<file path="config.mk">
export PLATFORM = sky130hd
export DESIGN_NAME = multi_timer_core
export DESIGN_NICKNAME = d
export VERILOG_FILES = /design/src/rtl/multi_timer_core_pkg.sv /design/src/rtl/multi_timer_core_channel.sv /design/src/rtl/multi_timer_core.sv
export SDC_FILE = /design/constraint.sdc
export NUM_CORES = 1
export LEC_CHECK = 0
export CORE_UTILIZATION = 40
export DETAILED_ROUTE_END_ITERATION = 6
export PLACE_DENSITY_LB_ADDON = 0.15
export SYNTH_ARGS = -nofsm -noshare
export SYNTH_HDL_FRONTEND = slang
export SYNTH_HIERARCHICAL = 1
export SYNTH_SLANG_ARGS = --single-unit
</file>
<file path="constraint.sdc">
create_clock -name CLK_50MHZ -period 3.2 [get_ports CLK_50MHZ]
set_clock_uncertainty 0.15 [all_clocks]
set_input_delay 0.64 -clock CLK_50MHZ [delete_from_list [all_inputs] [get_ports CLK_50MHZ]]
set_output_delay 0.64 -clock CLK_50MHZ [all_outputs]
set_load 0.005 [all_outputs]
</file>
<file path="src/rtl/multi_timer_core_pkg.sv">
// Shared definitions for the multi-channel MM:SS BCD timer: state codes,
// digit widths and packing offsets, plus two-digit BCD step helpers.
package multi_timer_core_pkg;

  localparam int DIGIT_W = 4;
  localparam int PAIR_W  = 2 * DIGIT_W;
  localparam int CH_W    = 4 * DIGIT_W;
  localparam int SEC_OFS = 0;
  localparam int MIN_OFS = PAIR_W;

  typedef enum logic [1:0] {
    ST_IDLE  = 2'b00,
    ST_RUN   = 2'b01,
    ST_PAUSE = 2'b10,
    ST_DONE  = 2'b11
  } tmr_state_e;

  // Callers guarantee the result stays within the valid range (no 99->00 here).
  function automatic logic [PAIR_W-1:0] bcd_inc(input logic [PAIR_W-1:0] v);
    if (v[DIGIT_W-1:0] == 4'd9) return {v[PAIR_W-1:DIGIT_W] + 4'd1, 4'd0};
    return {v[PAIR_W-1:DIGIT_W], v[DIGIT_W-1:0] + 4'd1};
  endfunction

  function automatic logic [PAIR_W-1:0] bcd_dec(input logic [PAIR_W-1:0] v);
    if (v[DIGIT_W-1:0] == 4'd0) return {v[PAIR_W-1:DIGIT_W] - 4'd1, 4'd9};
    return {v[PAIR_W-1:DIGIT_W], v[DIGIT_W-1:0] - 4'd1};
  endfunction

endpackage

</file>
<file path="src/rtl/multi_timer_core_channel.sv">
// One timer channel: IDLE/RUN/PAUSE/DONE FSM, MM:SS BCD up/down counter,
// edit logic and a one-cycle finish pulse on entry to DONE.
module multi_timer_core_channel
  import multi_timer_core_pkg::*;
#(
  parameter int MAX_MIN = 99
) (
  input  logic            CLK_50MHZ,
  input  logic            reset,
  input  logic            tick,
  input  logic            start,
  input  logic            stop,
  input  logic            clear,
  input  logic            inc_sec,
  input  logic            inc_min,
  input  logic            count_up,
  output logic [CH_W-1:0] digits,
  output logic [1:0]      state,
  output logic            finish
);

  localparam logic [PAIR_W-1:0] MAX_BCD = {DIGIT_W'(MAX_MIN / 10), DIGIT_W'(MAX_MIN % 10)};
  localparam logic [PAIR_W-1:0] SEC_MAX = 8'h59;

  tmr_state_e        state_q, state_d;
  logic              mode_q, mode_d;
  logic [PAIR_W-1:0] min_q, min_d, sec_q, sec_d;
  logic              finish_q;
  logic              editable, is_zero;

  assign editable = (state_q == ST_IDLE) || (state_q == ST_PAUSE);
  assign is_zero  = (min_q == '0) && (sec_q == '0);

  always_ff @(posedge CLK_50MHZ) begin
    if (!reset) begin
      state_q  <= ST_IDLE;
      mode_q   <= 1'b0;
      min_q    <= '0;
      sec_q    <= '0;
      finish_q <= 1'b0;
    end else begin
      state_q  <= state_d;
      mode_q   <= mode_d;
      min_q    <= min_d;
      sec_q    <= sec_d;
      finish_q <= (state_d == ST_DONE) && (state_q != ST_DONE);
    end
  end

  // Commands are single-cycle pulses with no back-pressure. The highest-priority
  // pulse that applies in the current state acts; inapplicable ones are dropped.
  always_comb begin
    state_d = state_q;
    mode_d  = mode_q;
    min_d   = min_q;
    sec_d   = sec_q;
    if (clear) begin
      state_d = ST_IDLE;
      min_d   = '0;
      sec_d   = '0;
    end else if (stop && state_q == ST_RUN) begin
      state_d = ST_PAUSE;
    end else if (start && editable && (count_up || !is_zero)) begin
      state_d = ST_RUN;
      mode_d  = count_up;
    end else if (inc_min && editable) begin
      min_d = (min_q == MAX_BCD) ? '0 : bcd_inc(min_q);
    end else if (inc_sec && editable) begin
      sec_d = (sec_q == SEC_MAX) ? '0 : bcd_inc(sec_q);
    end else if (tick && state_q == ST_RUN) begin
      if (mode_q) begin
        if (!(min_q == MAX_BCD && sec_q == SEC_MAX)) begin
          if (sec_q == SEC_MAX) begin
            min_d = bcd_inc(min_q);
            sec_d = '0;
          end else begin
            sec_d = bcd_inc(sec_q);
          end
        end
        if (min_d == MAX_BCD && sec_d == SEC_MAX) state_d = ST_DONE;
      end else begin
        if (!is_zero) begin
          if (sec_q == '0) begin
            min_d = bcd_dec(min_q);
            sec_d = SEC_MAX;
          end else begin
            sec_d = bcd_dec(sec_q);
          end
        end
        if (min_d == '0 && sec_d == '0) state_d = ST_DONE;
      end
    end
  end

  always_comb begin
    digits                    = '0;
    digits[MIN_OFS +: PAIR_W] = min_q;
    digits[SEC_OFS +: PAIR_W] = sec_q;
    state                     = state_q;
    finish                    = finish_q;
  end

endmodule

</file>
<file path="src/rtl/multi_timer_core.sv">
// N-channel MM:SS timer core: shared prescaler tick, per-channel timers,
// digit/state packing (ch0 in the low bits) and the any_done summary.
module multi_timer_core
  import multi_timer_core_pkg::*;
#(
  parameter int N_CH    = 2,
  parameter int CLK_HZ  = 50_000_000,
  parameter int TICK_HZ = 1,
  parameter int MAX_MIN = 99
) (
  input  logic                 CLK_50MHZ,
  input  logic                 reset,
  input  logic [N_CH-1:0]      start,
  input  logic [N_CH-1:0]      stop,
  input  logic [N_CH-1:0]      clear,
  input  logic [N_CH-1:0]      inc_sec,
  input  logic [N_CH-1:0]      inc_min,
  input  logic [N_CH-1:0]      count_up,
  output logic [16*N_CH-1:0]   digits,
  output logic [2*N_CH-1:0]    state,
  output logic [N_CH-1:0]      finish,
  output logic                 any_done
);

  localparam int TC = CLK_HZ / TICK_HZ - 1;
  localparam int PW = (TC > 0) ? $clog2(TC + 1) : 1;

  logic [PW-1:0]   presc_q;
  logic            tick;
  logic [N_CH-1:0] done_vec;

  assign tick = (presc_q == PW'(TC));

  // Free-running; only reset realigns it, so channels share one tick phase.
  always_ff @(posedge CLK_50MHZ) begin
    if (!reset)    presc_q <= '0;
    else if (tick) presc_q <= '0;
    else           presc_q <= presc_q + PW'(1);
  end

  for (genvar g = 0; g < N_CH; g++) begin : g_ch
    multi_timer_core_channel #(.MAX_MIN(MAX_MIN)) u_ch (
      .CLK_50MHZ (CLK_50MHZ),
      .reset     (reset),
      .tick      (tick),
      .start     (start[g]),
      .stop      (stop[g]),
      .clear     (clear[g]),
      .inc_sec   (inc_sec[g]),
      .inc_min   (inc_min[g]),
      .count_up  (count_up[g]),
      .digits    (digits[CH_W*g +: CH_W]),
      .state     (state[2*g +: 2]),
      .finish    (finish[g])
    );
    assign done_vec[g] = (state[2*g +: 2] == ST_DONE);
  end

  assign any_done = |done_vec;

endmodule
</file>
== Word-level counts from Yosys, hierarchy flattened ==
Index checks and enable logic that the tools add are counted.

* Add/sub/neg operators: 17
* Eq/ne operators: 29
* Multiplexer cells: 226
* Bitwise logic cells: 9
* Reduce and logical (&&, ||, !) cells: 60

{| class="wikitable"
|+ Operators by type and width
! operator !! number
|-
| two-way mux 8 bit || 110
|-
| two-way mux 1 bit || 98
|-
| zero test 8 bit || 8
|-
| two-way mux 2 bit || 18
|-
| adder 4 x 1 -> 4 bit (second input constant) || 8
|-
| == test 8 x 7 -> 1 bit (second input constant) || 4
|-
| == test 8 bit (second input constant) || 4
|-
| subtractor 4 x 1 -> 4 bit (second input constant) || 8
|-
| adder 26 x 1 -> 26 bit (second input constant) || 1
|-
| == test 26 bit (second input constant) || 1
|-
| logical AND 1 bit || 22
|-
| AND reduction 5 bit || 4
|-
| == test 4 bit (second input constant) || 4
|-
| zero test 4 bit || 4
|-
| AND reduction 4 bit || 4
|-
| == test 2 bit (second input constant) || 6
|-
| inequality test 3 bit (second input constant) || 4
|-
| inverter 1 bit || 9
|-
| nonzero test 2 bit || 4
|-
| OR reduction 2 bit || 4
|-
| AND reduction 3 bit || 2
|-
| == test 2 x 1 -> 1 bit (second input constant) || 2
|-
| zero test 2 bit || 2
|-
| logical OR 1 bit || 4
|-
| 3 further kinds || 6
|}

* Bits in registers: 66

== Depth between registers and ports, before layout ==
Gate-level depths: netlist of run 1.

* Word-level depth: 33
* Depth in mapped cells: 11
* Mapped depth without buffers: 10

== By module ==
Netlist of run 1, hierarchy kept.

{| class="wikitable"
|+ Modules (own cells, without submodules)
! module !! times used !! cells an instance !! area an instance (µm²)
|-
| multi_timer_core_channel at g_ch[0].u_ch || 1 || 328 || 2511.2
|-
| multi_timer_core_channel at g_ch[1].u_ch || 1 || 329 || 2448.6
|-
| multi_timer_core || 1 || 140 || 1232.4
|}

== Worst setup path before layout of run 1 ==
No wires, ideal clock.

* Path kind: register to register
* Start: register presc_q[0]
* End: register g_ch[0].u_ch.state_q[1]
* Arrival time: 2.493 ns
* Required time: 2.962 ns
* Setup slack: 0.469 ns
* Stages on the path, launching flop included: 12
* Clock period less this slack: 2.731 ns
* Path through: dfxtp_1 -> ha_1 -> and3_1 -> clkbuf_1 -> nand2_1 -> nor4_1 -> nand3b_1 -> nor4_1 -> nand2_1 -> a2111oi_0 -> a31oi_1 -> a311oi_2

* Word-level cells in the longest chain between the ends: 8

{| class="wikitable"
|+ RTL lines
! item !! line !! RTL
|-
| start, declared || multi_timer_core.sv:28 || <nowiki>logic [PW-1:0] presc_q;</nowiki>
|-
| start signal, assigned || multi_timer_core.sv:38 || <nowiki>else presc_q <= presc_q + PW'(1);</nowiki>
|-
| == test 26 bit || multi_timer_core.sv:32 || <nowiki>assign tick = (presc_q == PW'(TC));</nowiki>
|-
| named net tick || multi_timer_core.sv:29 || <nowiki>logic tick;</nowiki>
|-
| logical AND 1 bit || multi_timer_core_channel.sv:70 || <nowiki>end else if (tick && state_q == ST_RUN) begin</nowiki>
|-
| two-way mux 2 bit || multi_timer_core_channel.sv:70 ||
|-
| two-way mux 2 bit || multi_timer_core_channel.sv:68 || <nowiki>end else if (inc_sec && editable) begin</nowiki>
|-
| two-way mux 2 bit || multi_timer_core_channel.sv:66 || <nowiki>end else if (inc_min && editable) begin</nowiki>
|-
| two-way mux 2 bit || multi_timer_core_channel.sv:63 || <nowiki>end else if (start && editable && (count_up || !is_zero)) begin</nowiki>
|-
| two-way mux 2 bit || multi_timer_core_channel.sv:61 || <nowiki>end else if (stop && state_q == ST_RUN) begin</nowiki>
|-
| two-way mux 2 bit || multi_timer_core_channel.sv:57 || <nowiki>if (clear) begin</nowiki>
|-
| end signal, assigned || multi_timer_core_channel.sv:42 || <nowiki>state_q <= state_d;</nowiki>
|-
| end, declared || multi_timer_core_channel.sv:25 || <nowiki>tmr_state_e state_q, state_d;</nowiki>
|}

The timed path passes the listed nets, and every way through them passes these cells.
A chain may end at the register's enable or synchronous reset.

== Worst setup path in the final report of run 1 ==
* Start: register g_ch[0].u_ch.sec_q[0]
* End: register g_ch[0].u_ch.state_q[1]

* Word-level cells in the longest chain between the ends: 31

{| class="wikitable"
|+ RTL lines
! item !! line !! RTL
|-
| start, declared || multi_timer_core_channel.sv:27 || <nowiki>logic [PAIR_W-1:0] min_q, min_d, sec_q, sec_d;</nowiki>
|-
| start signal, assigned || multi_timer_core_channel.sv:39 || <nowiki>sec_q <= '0;</nowiki>
|-
| start signal, assigned || multi_timer_core_channel.sv:45 || <nowiki>sec_q <= sec_d;</nowiki>
|-
| == test 4 bit or zero test 4 bit (tied branches) || multi_timer_core_pkg.sv:20, multi_timer_core_pkg.sv:25 ||
|-
| two-way mux 1 bit (on tied branches) || multi_timer_core_pkg.sv:20, multi_timer_core_pkg.sv:25 ||
|-
| two-way mux 1 bit (on tied branches) || multi_timer_core_channel.sv:73, multi_timer_core_channel.sv:83 ||
|-
| two-way mux 1 bit (on tied branches) || multi_timer_core_channel.sv:72, multi_timer_core_channel.sv:82 ||
|-
| two-way mux 1 bit || multi_timer_core_channel.sv:71 || <nowiki>if (mode_q) begin</nowiki>
|-
| two-way mux 1 bit || multi_timer_core_channel.sv:70 ||
|-
| two-way mux 1 bit || multi_timer_core_channel.sv:68 ||
|-
| two-way mux 1 bit || multi_timer_core_channel.sv:66 ||
|-
| [15 not listed] || -- ||
|-
| two-way mux 2 bit (on tied branches) || multi_timer_core_channel.sv:80, multi_timer_core_channel.sv:90 ||
|-
| two-way mux 2 bit || multi_timer_core_channel.sv:71 ||
|-
| two-way mux 2 bit || multi_timer_core_channel.sv:70 ||
|-
| two-way mux 2 bit || multi_timer_core_channel.sv:68 ||
|-
| two-way mux 2 bit || multi_timer_core_channel.sv:66 ||
|-
| two-way mux 2 bit (*) || multi_timer_core_channel.sv:63 ||
|-
| two-way mux 2 bit (*) || multi_timer_core_channel.sv:61 ||
|-
| two-way mux 2 bit (*) || multi_timer_core_channel.sv:57 ||
|}

Every way passes the cells marked *; elsewhere a longest branch is shown, timed or not. The select of a mux whose other input is x is not followed.

==> results of run 1 <==
==> how the worst max path moves through the flow <==
stage	from	to	slack, ns	cells past startpoint
floorplan	presc_q[0]	g_ch[0].u_ch/state[1]	0.47	11
global placement	g_ch[0].u_ch/sec_q[0]	g_ch[0].u_ch/state[1]	0.19	8
detailed placement	g_ch[0].u_ch/sec_q[0]	g_ch[0].u_ch/state[1]	0.17	8
CTS	g_ch[0].u_ch/sec_q[0]	g_ch[0].u_ch/state[1]	0.13	8
global route	g_ch[0].u_ch/min_q[4]	g_ch[0].u_ch/min_q[6]	0.02	9
finish	g_ch[0].u_ch/sec_q[0]	g_ch[0].u_ch/state[1]	0.14	8
==> cell usage after synthesis, types with 8 or more instances <==
cell and count:
nand3b_1 11, nand2_1 64, clkbuf_1 26, xor2_1 11, inv_1 32, nand2b_1 16
or4_1 8, nor2_1 56, xnor2_1 16, mux2i_1 11, buf_4 9, a31oi_1 16
o31ai_1 10, nand4_1 17, ha_1 27, nor2b_1 15, nor3_1 23, o21ai_0 39
o211ai_1 14, a211oi_1 10, nor4_1 17, nand3_1 41, dfxtp_1 66, buf_2 12
a21oi_1 51
==> logic make-up after synthesis <==
| kind of cell | after synthesis |
|---|---|
| AND/OR/NAND/NOR | 347 |
| multiplexers | 16 |
| adder cells (fa/ha/maj) | 27 |
| flip-flops | 66 |
| AO/OA/AOI/OAI | 226 |
| XOR/XNOR | 27 |
| buffers and inverters | 88 |
==> per-layer routing <==
metal | up-vias | track usage [%] | share of wire (%)
met4 | 0 | 14.03 | 4.0
met2 | 299 | 42.90 | 47
li1 | 3178 | - | -
met5 | - | 0 | 0
met1 | 3140 | 31.42 | 43
met3 | 69 | 4.091 | 6.3
==> worst max-delay path, stage by stage (launching register included) <==
cell and delay (ns):
dfxtp_1 0.42, inv_1 0.24, ha_1 0.26, or3b_1 0.53
o31ai_1 0.29, o21ai_0 0.25, a2111oi_4 0.42, nand3_1 0.16
a311oi_2 0.25
==> state kept, by name, summed over array words and instances (netlist names) <==
| register | flops |
|---|---|
| g_ch.u_ch/mode_q | 2 |
| g_ch.u_ch/sec_q | 16 |
| g_ch.u_ch/finish | 2 |
| g_ch.u_ch/state | 4 |
| presc_q | 26 |
| g_ch.u_ch/min_q | 16 |
==> metrics by stage <==
stage,instances,setup WS [ns],utilization [%]
after floorplan,797,0.4689,-
after global placement,1041,0.1891,46.97
after detailed placement,1041,0.1670,46.97
after CTS,1057,0.1256,49.00
after global routing,1057,0.01885,49.14
final,1057,0.1378,49.14
==> power groups by stage <==
stage                     Combinational [mW]  Clock (mW)  Sequential, mW
after detailed placement               0.332           0           0.874
after CTS                              0.335        1.05           0.856
after global placement                 0.333           0           0.873
final                                  0.341        1.03           0.856
after floorplan                        0.222           0           0.861
after global routing                   0.366        1.09           0.858
==> cell type report <==
class / instances / area (um2)
Inverter: 35 / 131.4
Clock inverter: 5 / 63.81
Timing Repair Buffer: 109 / 960.9
Sequential cell: 66 / 1321
Tap cell: 188 / 235.2
Multi-Input combinational cell: 643 / 4487
Fill cell: 1483 / 7704
Clock buffer: 11 / 242.7
==> metrics.txt, run 1 <==
setup TNS=0 ns; largest area contributor in the netlist=dfxtp_1; mux contribution to synthesized area=2.687%; vias=6686; share of layout cells above drive strength 1=14.15%; IO Count=53; first-pass GRT wire length=32650 um; Root Buffer=clkbuf_16; worst-skew pair later-pin latency=0.34 ns; design area=0.007442 mm2; HP Start=presc_q[25]; RD Place Congestion=0.9350; asr flop ratio synth=0%; CTS Buffer Depth=2; internal power=1.604 mW; vias in the first global route=6314; endpoints failing setup=0; Initial DRC Count=500; Synth Register Bits=66; post-CTS setup buffer count=0; CTS tree=built; reg2reg end=g_ch[0].u_ch/state[1]; Die Wd=126.4 um; FF-to-FF setup slack=0.14 ns; P&R area growth vs syn=20.19%; post-synth top area share=21.34%; Mapped Cells=797; # resized after CTS=0; minimum clock period=3.062 ns; Switching Power=0.6198 mW; YS warnings=6; DRT Wirelength=20490 um; P_leak=2.693 nW; Avg WL per Cell=19.39 um; top cells by area, synth=dfxtp_1, ha_1, a21oi_1, nand2_1, nor2_1; hpwl dp=15410 um; WP data required=3.31 ns; Post-Synth Adder-Cell Area=5.456%; IO buf count=52; Worst Hold End=presc_q[25]; Max VDD drop=225.6 uV; Num CTS Buffers=9; fin nets=905; drc violations=0; Simple-Gate Fraction of Synth Area=33.58%; hold_ws=0.3300 ns; H-tree depth=3; Post-synth EDFFs=0; Syn Std Cell Area=0.006192 mm2; Fmax=326.6 MHz; syn_area_per_cell=7.769 um2; CTS clock-pin slew for the worst setup and hold paths=0.06 ns; Slew HR=52.93%; die footprint=0.01598 mm2; worst-path maximum fanout=11; unrepaired setup endpoints after global routing=no; Final Hold Fails=0; Reg-to-Reg Start=g_ch[0].u_ch/sec_q[0]; commonest non-fill, non-tap cell in the layout=dfxtp_1; Core ar.=0.01515 mm2; worst r2r path cells=8; initial antenna violation count=0; Synth Area in Compound Gates=26.39%; largest net degree at the start of global routing=23; Final Cycle Share=95.69%; critical path type=flop to flop; DR vias/cell=6.325; die height=126.4 um; Main synth FF type=dfxtp_1; worst slew pin tran=0.7051 ns; combinational power share=15.3%; total chip power=2.224 mW; status=finished clean; pwr/cell area=298.8 mW/mm2; Area after DPL=0.007114 mm2; DRT antenna net count=0; drt first pass iters=6; clock share of power=46.1%; Initial Util=40.88%; Worst Hold Class=flop to flop; Synth Area in XOR/XNOR=3.819%; Max Cap Viol=0; largest family of logic cells by synthesized area=simple AND/OR/NAND/NOR gates; Slew Limit Fails=0; sequential share of the synthesized area=21.34%; total gr overflow=0; Hold Path Depth=2; hold_buf cts=0; WP data arrival=3.17 ns; GR Util All Layers=25.61%; Sw Ratio=27.87%; library cells used by synthesis=96; Sequential Power Share=38.5%; diodes inserted=0; FP Rows=45; nature of the critical path startpoint=flop; syn_nets=838; commonest cells after routing, fill and taps aside=dfxtp_1, nand2_1, nor2_1, buf_4, clkdlybuf4s50_1; Sink Count=66; CP endpoint kind=flop
Note: power is estimated with default switching activity, not from simulation.
==> run 2, diff against run 1 <==
--- a/config.mk
+++ b/config.mk
@@ -7,7 +7,7 @@
 export LEC_CHECK = 0
 export CORE_UTILIZATION = 40
 export DETAILED_ROUTE_END_ITERATION = 6
-export PLACE_DENSITY_LB_ADDON = 0.15
+export SKIP_LAST_GASP = 1
 export SYNTH_ARGS = -nofsm -noshare
 export SYNTH_HDL_FRONTEND = slang
 export SYNTH_HIERARCHICAL = 1
==> run 2 against run 1 <==
Die area stayed put. Sequential cell count stayed put. Register-to-register slack better by 0.06 ns. Via count is 1.1% higher. Critical path depth is 1 higher. Largest cell class unchanged. Clock power is 7% lower. Global-route usage is 1.2 points higher. Worst hold slack worse by 0.0024 ns. Highest routed layer unchanged. Sequential power is 0.7% lower. Setup slack better by 0.056 ns. Cell count stayed put.
==> metrics.txt, run 2 (synthesis results as in run 1) <==
status=finished clean; Hold Path Depth=1 (-1); unrepaired setup endpoints after global routing=no; Core ar.=0.01515 mm2 (unchanged); diodes inserted=0 (unchanged); slowest CP cell=dfxtp_1; Slew Limit Fails=0 (unchanged); max reg flops=26 (unchanged); initial antenna violation count=0 (unchanged); drt first pass iters=6 (unchanged); first-pass GRT wire length=33750 um (+3.4%); post-CTS setup buffer count=0 (unchanged); worst-path maximum fanout=10 (-1); Initial DRC Count=882 (+76%); Num CTS Buffers=9 (unchanged); worst setup margin=0.1942 ns (+0.05639 ns); drc violations=0 (unchanged); worst r2r path cells=9 (+1); nature of the critical path startpoint=flop; DRT Wirelength=21060 um (+2.8%); worst-skew pair later-pin latency=0.35 ns (about the same); layer with the highest usage=met1; Final Cycle Share=93.93% (-1.8 points); RD Place Congestion=0.9714 (+3.9%); CTS clock-pin slew for the worst setup and hold paths=0.06 ns (about the same); FP Rows=45 (unchanged); WP data arrival=3.10 ns (-0.07 ns); Max Cap Viol=0 (unchanged); commonest cells after routing, fill and taps aside=dfxtp_1, nand2_1, buf_4; Avg WL per Cell=19.92 um (+2.8%); H-tree depth=3 (unchanged); Root Buffer=clkbuf_16; CTS tree=built; vias in the first global route=6175 (-2.2%); IO Count=53 (unchanged); hold_buf cts=0 (unchanged); Levels on crit path=9 (+1); cells along the critical path=inv_1, ha_1, nand3b_4, clkinv_1, ha_1, a2bb2oi_1, nor2_1, nand4_1, a2111oi_2; Sink Count=66 (unchanged); # resized after CTS=0 (unchanged); Worst Hold Class=flop to flop; vias=6757 (+1.1%); biggest regs=presc_q (26), g_ch.u_ch/min_q (16), g_ch.u_ch/sec_q (16); Max VDD drop=264.6 uV (+17%); GR Util All Layers=26.78% (+1.2 points); reg2reg end=g_ch[1].u_ch/finish; Post-Place Worst Slack=0.1123 ns (-0.05465 ns); largest net degree at the start of global routing=27 (+17%); Final Hold Fails=0 (unchanged); share of layout cells above drive strength 1=14.38% (+0.23 points); IO buf count=52 (unchanged); minimum clock period=3.006 ns (-0.05639 ns); endpoints failing setup=0 (unchanged); setup TNS=0 ns (unchanged); met1 Use GR=39.72% (+8.3 points); P&R area growth vs syn=19.96%; Initial Util=40.88% (unchanged); critical path type=flop to flop; worst path bufs/invs=2 (+1); CP most frequent cell=ha_1; DRT antenna net count=0 (unchanged); total gr overflow=0 (unchanged); pwr/cell area=289.9 mW/mm2 (-3.0%); CP Launch Point=g_ch[1].u_ch/sec_q[1]; commonest non-fill, non-tap cell in the layout=dfxtp_1; worst slew pin tran=0.8541 ns (+0.1490 ns); P_leak=2.684 nW (-0.34%); DR vias/cell=6.393 (+1.1%); die footprint=0.01598 mm2 (unchanged); Fmax=332.7 MHz (+1.9%); Reg-to-Reg Start=g_ch[1].u_ch/sec_q[1]; WP data required=3.29 ns (-0.02 ns); die height=126.4 um (unchanged); Die Wd=126.4 um (unchanged); hpwl dp=15640 um (+1.5%); CTS Buffer Depth=2 (unchanged); FF-to-FF setup slack=0.19 ns (+0.06 ns); met3 Track Usage GR=4.766% (+0.67 points); # fillers=1480 (-0.20%); Global Route met2 Usage=38.02% (-4.9 points); fin nets=905 (unchanged); Slew HR=42.26% (-11 points); CP delay by family, top=adder cells; Top reg by flops=presc_q; CP endpoint kind=flop; Crit path largest cell delay=0.50 ns (-0.03 ns); Worst Setup EP=g_ch[1].u_ch/finish
==> run 2: per-layer routing <==
| metal | wire, um | part of all wire (%) |
|---|---|---|
| met1 | 10050 | 48 |
| met2 | 8978 | 43 |
| met3 | 1557 | 7.4 |
| met4 | 474 | 2.3 |
| met5 | 0 | 0 |
==> run 2: cell type report <==
| type | instances | area (um2) | area share (%) |
|---|---|---|---|
| inverter | 35 | 131.4 | 1.769 |
| multi-input combinational | 643 | 4521 | 60.86 |
| tap | 188 | 235.2 | 3.167 |
| sequential | 66 | 1321 | 17.79 |
| clock buffer | 10 | 229.0 | 3.082 |
| timing repair buffer | 109 | 948.4 | 12.77 |
| clock inverter | 6 | 42.54 | 0.5727 |
==> run 2: stage by stage <==
step	std cells	util [%]	power (mW)	hold WS [ns]	cell area [um2]
6_report	1057	49.05	2.153	0.3276	7428
3_5_place_dp	1041	46.89	1.205	0.3267	7102
3_3_place_gp	1041	46.89	1.204	0.3002	7102
4_1_cts	1057	48.68	2.161	0.3317	7373
2_1_floorplan	797	-	1.083	0.2872	6192
5_1_grt	1057	49.05	2.236	0.3627	7428
==> run 2: how the worst min path moves through the flow <==
stage,from,endpoint,slack (ns)
2_1_floorplan,presc_q[0],presc_q[0],0.29
3_3_place_gp,presc_q[0],presc_q[0],0.30
3_5_place_dp,presc_q[22],presc_q[22],0.33
4_1_cts,presc_q[22],presc_q[22],0.33
5_1_grt,presc_q[0],presc_q[0],0.36
6_report,presc_q[0],presc_q[0],0.33
==> run 2: report_power, final <==
group,switching [mW],internal (mW)
registers,0.0186,0.832
logic,0.205,0.145
clock network,0.427,0.526
==> run 3, diff against run 2 <==
--- a/config.mk
+++ b/config.mk
@@ -5,6 +5,7 @@
 export SDC_FILE = /design/constraint.sdc
 export NUM_CORES = 1
 export LEC_CHECK = 0
+export ABC_CLOCK_PERIOD_IN_PS = 3200
 export CORE_UTILIZATION = 40
 export DETAILED_ROUTE_END_ITERATION = 6
 export SKIP_LAST_GASP = 1
==> results of run 3 <==
The final DEF is identical to that of run 2; final timing and power are the same.
